`src/rtl/baud_pkg.sv`:
```
// Shared constants and types for the UART baud generator.
package baud_pkg;

  localparam int DEFAULT_DIV_W      = 16;
  localparam int DEFAULT_FRAC_W     = 4;
  localparam int DEFAULT_OVERSAMPLE = 16;
  localparam int DEFAULT_RESET_DIV  = 27;

  localparam int OS_W = $clog2(DEFAULT_OVERSAMPLE);

  typedef struct packed {
    logic [DEFAULT_DIV_W-1:0]  int_part;
    logic [DEFAULT_FRAC_W-1:0] frac;
  } baud_div_t;

endpackage

```
`src/rtl/baud_frac_acc.sv`:
```
// Fractional divisor accumulator: adds frac on each tick and exposes the carry-out
// that stretches the current oversample period by one clock.
module baud_frac_acc
  import baud_pkg::*;
#(
  parameter int FRAC_W = DEFAULT_FRAC_W
) (
  input  logic              clk,
  input  logic              reset,
  input  logic              clr,
  input  logic              tick,
  input  logic [FRAC_W-1:0] frac,
  output logic              carry
);

  logic [FRAC_W-1:0] acc_q, acc_d;
  logic [FRAC_W:0]   sum;

  always_comb begin
    sum   = {1'b0, acc_q} + {1'b0, frac};
    acc_d = acc_q;
    if (clr) begin
      acc_d = '0;
    end else if (tick) begin
      acc_d = sum[FRAC_W-1:0];
    end
  end

  assign carry = sum[FRAC_W];

  always_ff @(posedge clk or posedge reset) begin
    if (reset) begin
      acc_q <= '0;
    end else begin
      acc_q <= acc_d;
    end
  end

endmodule

```
`src/rtl/baud_rate_gen.sv`:
```
// Programmable UART baud generator: oversample, bit and mid-bit ticks from a shadowed
// integer divisor. Define FRAC_DIV_EN to add the fractional divisor accumulator.
module baud_rate_gen
  import baud_pkg::*;
#(
  parameter int DIV_W      = DEFAULT_DIV_W,
  parameter int FRAC_W     = DEFAULT_FRAC_W,
  parameter int OVERSAMPLE = DEFAULT_OVERSAMPLE,
  parameter int RESET_DIV  = DEFAULT_RESET_DIV
) (
  input  logic                          clk,
  input  logic                          reset,
  input  logic                          en,
  input  logic                          restart,
  input  logic [DIV_W-1:0]              div_int,
  input  logic [FRAC_W-1:0]             div_frac,
  input  logic                          div_load,
  output logic                          div_pending,
  output logic                          os_tick,
  output logic                          bit_tick,
  output logic                          mid_tick,
  output logic [$clog2(OVERSAMPLE)-1:0] os_phase
);

  localparam int PW = $clog2(OVERSAMPLE);

  logic [DIV_W-1:0] cnt_q, cnt_d;
  logic [PW-1:0]    phase_q, phase_d;
  logic [DIV_W-1:0] act_int_q, act_int_d;
  logic [DIV_W-1:0] sh_int_q, sh_int_d;
  logic             pending_q, pending_d;
  logic             carry;
  logic [DIV_W:0]   period_m1;
  logic             tick;
  logic             apply;

  // Divisors below 2 cannot produce a one-cycle tick pulse, so they are raised to 2.
  function automatic logic [DIV_W-1:0] clamp_div(input logic [DIV_W-1:0] v);
    return (v < DIV_W'(2)) ? DIV_W'(2) : v;
  endfunction

`ifdef FRAC_DIV_EN
  logic [FRAC_W-1:0] act_frac_q, act_frac_d;
  logic [FRAC_W-1:0] sh_frac_q, sh_frac_d;

  baud_frac_acc #(
    .FRAC_W (FRAC_W)
  ) u_frac_acc (
    .clk   (clk),
    .reset (reset),
    .clr   (restart),
    .tick  (tick),
    .frac  (act_frac_q),
    .carry (carry)
  );
`else
  logic unused_div_frac;
  assign unused_div_frac = ^div_frac;
  assign carry           = 1'b0;
`endif

  assign period_m1 = {1'b0, act_int_q} + {{DIV_W{1'b0}}, carry} - (DIV_W+1)'(1);
  assign tick      = en & ~restart & ({1'b0, cnt_q} == period_m1);
  // New divisors only take effect at a period boundary or while the counter is frozen.
  assign apply     = tick | restart | ~en;

  always_comb begin
    cnt_d   = cnt_q;
    phase_d = phase_q;
    if (restart) begin
      cnt_d   = '0;
      phase_d = '0;
    end else if (tick) begin
      cnt_d   = '0;
      phase_d = phase_q + PW'(1);
    end else if (en) begin
      cnt_d = cnt_q + DIV_W'(1);
    end
  end

  always_comb begin
    act_int_d = act_int_q;
    sh_int_d  = sh_int_q;
    pending_d = pending_q;
`ifdef FRAC_DIV_EN
    act_frac_d = act_frac_q;
    sh_frac_d  = sh_frac_q;
`endif
    if (apply) begin
      pending_d = 1'b0;
      if (div_load) begin
        act_int_d = clamp_div(div_int);
`ifdef FRAC_DIV_EN
        act_frac_d = div_frac;
`endif
      end else if (pending_q) begin
        act_int_d = sh_int_q;
`ifdef FRAC_DIV_EN
        act_frac_d = sh_frac_q;
`endif
      end
    end else if (div_load) begin
      sh_int_d  = clamp_div(div_int);
      pending_d = 1'b1;
`ifdef FRAC_DIV_EN
      sh_frac_d = div_frac;
`endif
    end
  end

  always_ff @(posedge clk or posedge reset) begin
    if (reset) begin
      cnt_q     <= '0;
      phase_q   <= '0;
      act_int_q <= DIV_W'(RESET_DIV);
      sh_int_q  <= DIV_W'(RESET_DIV);
      pending_q <= 1'b0;
`ifdef FRAC_DIV_EN
      act_frac_q <= '0;
      sh_frac_q  <= '0;
`endif
    end else begin
      cnt_q     <= cnt_d;
      phase_q   <= phase_d;
      act_int_q <= act_int_d;
      sh_int_q  <= sh_int_d;
      pending_q <= pending_d;
`ifdef FRAC_DIV_EN
      act_frac_q <= act_frac_d;
      sh_frac_q  <= sh_frac_d;
`endif
    end
  end

  assign os_tick     = tick;
  assign bit_tick    = tick & (phase_q == PW'(OVERSAMPLE - 1));
  assign mid_tick    = tick & (phase_q == PW'(OVERSAMPLE / 2 - 1));
  assign os_phase    = phase_q;
  assign div_pending = pending_q;

endmodule

```
`config.mk`:
```
export PLATFORM = sky130hd
export DESIGN_NAME = baud_rate_gen
export DESIGN_NICKNAME = d
export VERILOG_FILES = /design/src/rtl/baud_pkg.sv /design/src/rtl/baud_frac_acc.sv /design/src/rtl/baud_rate_gen.sv
export SDC_FILE = /design/constraint.sdc
export NUM_CORES = 1
export LEC_CHECK = 0
export BUFFER_PORTS_ARGS = -buffer_cell sky130_fd_sc_hd__buf_4
export CAP_MARGIN = 20
export CORE_MARGIN = 2
export CORE_UTILIZATION = 64
export DETAILED_ROUTE_END_ITERATION = 10
export PLACE_DENSITY = 0.85
export SYNTH_ARGS = -nofsm -noshare
export SYNTH_HDL_FRONTEND = slang
export SYNTH_SLANG_ARGS = --single-unit
```
`constraint.sdc`:
```
create_clock -name clk -period 7.05 [get_ports clk]
set_input_delay 0.705 -clock clk [delete_from_list [all_inputs] [get_ports clk]]
set_output_delay 0.705 -clock clk [all_outputs]
set_load 0.02 [all_outputs]
```
==> results.yml <==
yosys:
  async_flop_share_pct: 100
  synth.avg_cell_area_sq_um: 9.94
  yosysTopAreaCellShare_pct: 35.1
  synth_edf_count: 0
  synth_top_area_cell: "dfrtp_1"
  yosysSeqAreaShare_pct: 41.6
  syn_inst: 323
  ys_types: 50
  synth_nets: 351
  netlist_area_sq_um: 3210
  yosys_warnings: 0
  synth_flop_cell: "dfrtp_1"
  postSynthRegisterBits: 53
  synthTopCellsByArea: "dfrtp_1 (35%), dfstp_2 (6.5%), xor2_1 (5.7%)"
clock_network:
  insertion_delay_ns: 0.32
  clockBufferDepth: 2
  cts_hold_buf: 0
  htree_levels: 2
  post-cts-setup-buffer-count: 0
  cts_root_buf: "clkbuf_8"
  cts.repair.resized: 0
  path_clk_slew_ns: 0.10
  clock_sinks: 53
  cts_tree: "built"
  cts_made_buffers: 5
sta:
  slew_violations: 0
  finalHoldViolations: 0
  tns_ns: 0
  max-slew-margin-rel_pct: 58.4
  fin_crit_ns: 3.72
  finalCritPeriodShare_pct: 52.7
  finalClockSkew_ns: 0.0123
  worst_pin_slew_ns: 0.619
  fmax_ghz: 0.269
  setup_viol: 0
  grt_setup_unrepaired: "false"
worst_setup_path:
  critPathRequiredTime_ns: 6.34
  crit_path_top_delay_cell: "dfstp_2"
  cp.arrival_ns: 3.01
  path_class: "register to primary output"
  worst_path_most_repeated_cell: "buf_4"
  worst_path_largest_cell_delay_ns: 0.61
  endpoint_kind: "primary output"
  start_kind: "register"
  r2r-start: "act_int_q[0]$_DFFE_PP1P_"
  startpoint: "act_int_q[0]$_DFFE_PP1P_"
  path_max_fanout: 16
  crit_chain: "inv_1 -> ha_1 -> xnor2_1 -> mux2i_1 -> o21ai_0 -> nand4b_1 -> nor4_2 -> buf_4 -> nand3_1 -> nor2_1 -> buf_4"
outcome:
  status: "completed"
pwr:
  ir_drop_mv: 0.118
  leakage_uw: 0.00153
  p_per_area_nw_per_um2: 204
global_routing:
  gr-total-overflow: 0
  antenna_found_initial: 0
  grtUsageTotal_pct: 28.4
  grt_pass1_vias: 2476
  grt_max_degree: 54
  grt_pass1_wl_um: 12000
drt:
  ant_nets: 0
  wl_per_cell_um: 17.2
  via_per_inst: 6.12
  remaining_drc_errors: 0
  vias: 2522
  initialDrtViolationCount: 205
  drt_pass1_iterations: 4
  drt_wl_total_um: 7100
floorplanning:
  io_pins: 33
  dieArea_sq_um: 5600
  row_count: 25
  core_area_sq_um: 4790
  start_util_pct: 67.1
  die_w_um: 74.8
  chipHeight_um: 74.8
cells_and_area:
  antenna_cells: 0
  fillers: 363
  synthToLayoutAreaGrowth_pct: 10.9
  drive_above_1_share_pct: 19.1
  final_util_pct: 74.4
  final_nets: 372
flow_run:
  drv_cap: 0
placement:
  gp_congestion: 0.856
  dpl.hpwl_um: 4870
  port-buffer-count: 28
min_path:
  holdCritPathClass: "primary input to async pin"
[Yosys cell counts (all sizes together) (6+ instances only)]
cell / count
clkbuf: 11
and3: 6
nand4: 9
nor4: 8
xnor2: 10
o22a: 15
xor2: 21
a21oi: 21
nor2: 27
nor3: 23
nand3: 11
mux2i: 6
mux2: 15
nor2b: 17
dfrtp: 45
nand2: 15
inv: 8
nand2b: 7
dfstp: 8
buf: 6
[layer usage]
metal / wire, um / vias to the layer above / global-route usage [%]
met5: 0 / - / 0
met4: 94 / 0 / 7.74
met3: 235 / 9 / 8.30
met2: 3640 / 37 / 45.4
met1: 3120 / 1279 / 38.0
li1: - / 1197 / -
[stage by stage]
step | setup WS (ns) | hold slack, ns | power, uW | instances | area (sq um)
2_1_floorplan | 3.96 | 0.448 | 472 | 323 | 3210
3_3_place_gp | 3.86 | 0.456 | 499 | 403 | 3420
3_5_place_dp | 3.76 | 0.471 | 507 | 403 | 3420
4_1_cts | 3.39 | 0.486 | 725 | 411 | 3540
5_1_grt | 3.10 | 0.475 | 754 | 412 | 3560
6_report | 3.33 | 0.426 | 726 | 412 | 3560
[cells by family (layout without fill, tap and decap cells)]
logic type / count (synthesis) / count (layout) / synth area share (%)
AO/OA/AOI/OAI: 53 / 53 / 11.4
XOR/XNOR: 31 / 31 / 8.46
adder cells (fa/ha/maj): 3 / 3 / 1.17
buffers and inverters: 25 / 47 / 3.94
flip-flops: 53 / 53 / 41.6
multiplexers: 21 / 21 / 8.07
AND/OR/NAND/NOR: 137 / 137 / 25.3
[path summary, 6_finish.rpt]
check	to	slack (ns)	depth (start not counted)
max reg2reg	sh_int_q[13]$_DFFE_PP0P_	3.96	10
max	bit_tick	3.33	11
min reg2reg	sh_int_q[0]$_DFFE_PP1P_	0.48	2
min	act_int_q[14]$_DFFE_PP0P_	0.43	2
max in group asynchronous	act_int_q[4]$_DFFE_PP1P_	6.00	3
min in group clk	sh_int_q[0]$_DFFE_PP1P_	0.48	2
[worst max-delay path: cells and delay by family (launching register included)]
| kind | cells | cell delay [ns] |
|---|---|---|
| flops | 1 | 0.61 |
| xor+xnor | 1 | 0.26 |
| compound gates | 1 | 0.31 |
| simple gates | 4 | 0.60 |
| fa+ha+maj | 1 | 0.31 |
| buf+inv | 3 | 0.46 |
| mux | 1 | 0.10 |
[state kept, by name, indices dropped and copies added, names as in the netlist]
signal,count
act_int_q,16
cnt_q,16
sh_int_q,16
os_phase,4
div_pending,1
[report_power, final]
part / switching (uW) / internal, uW
logic: 63.0 / 64.5
registers: 36.7 / 341
clock network: 105 / 116
[cells in the final DEF (no fill, tap or decap), drive strengths merged, types with 2 or more instances in the layout]
master,Yosys,routed
a21o,2,2
a21oi,21,21
a31oi,2,2
and3,6,6
buf,6,31
clkbuf,11,7
dfrtp,45,45
dfstp,8,8
ha,3,3
inv,8,8
mux2,15,15
mux2i,6,6
nand2,15,15
nand2b,7,7
nand3,11,11
nand3b,5,5
nand4,9,9
nand4b,2,2
nor2,27,27
nor2b,17,17
nor3,23,23
nor3b,2,2
nor4,8,8
nor4b,2,2
o21ai,2,2
o22a,15,15
o22ai,3,3
xnor2,10,10
xor2,21,21
[cell type report]
cell class	count	area [sq um]	share of cell area (%)
Multi-Input combinational cell	245	1750	49.1
Timing Repair Buffer	31	245	6.89
Tap cell	67	83.8	2.36
Sequential cell	53	1340	37.5
Inverter	8	30.0	0.844
Clock inverter	1	30.0	0.844
Clock buffer	7	86.3	2.43
Note: power is estimated with default switching activity, not from simulation.
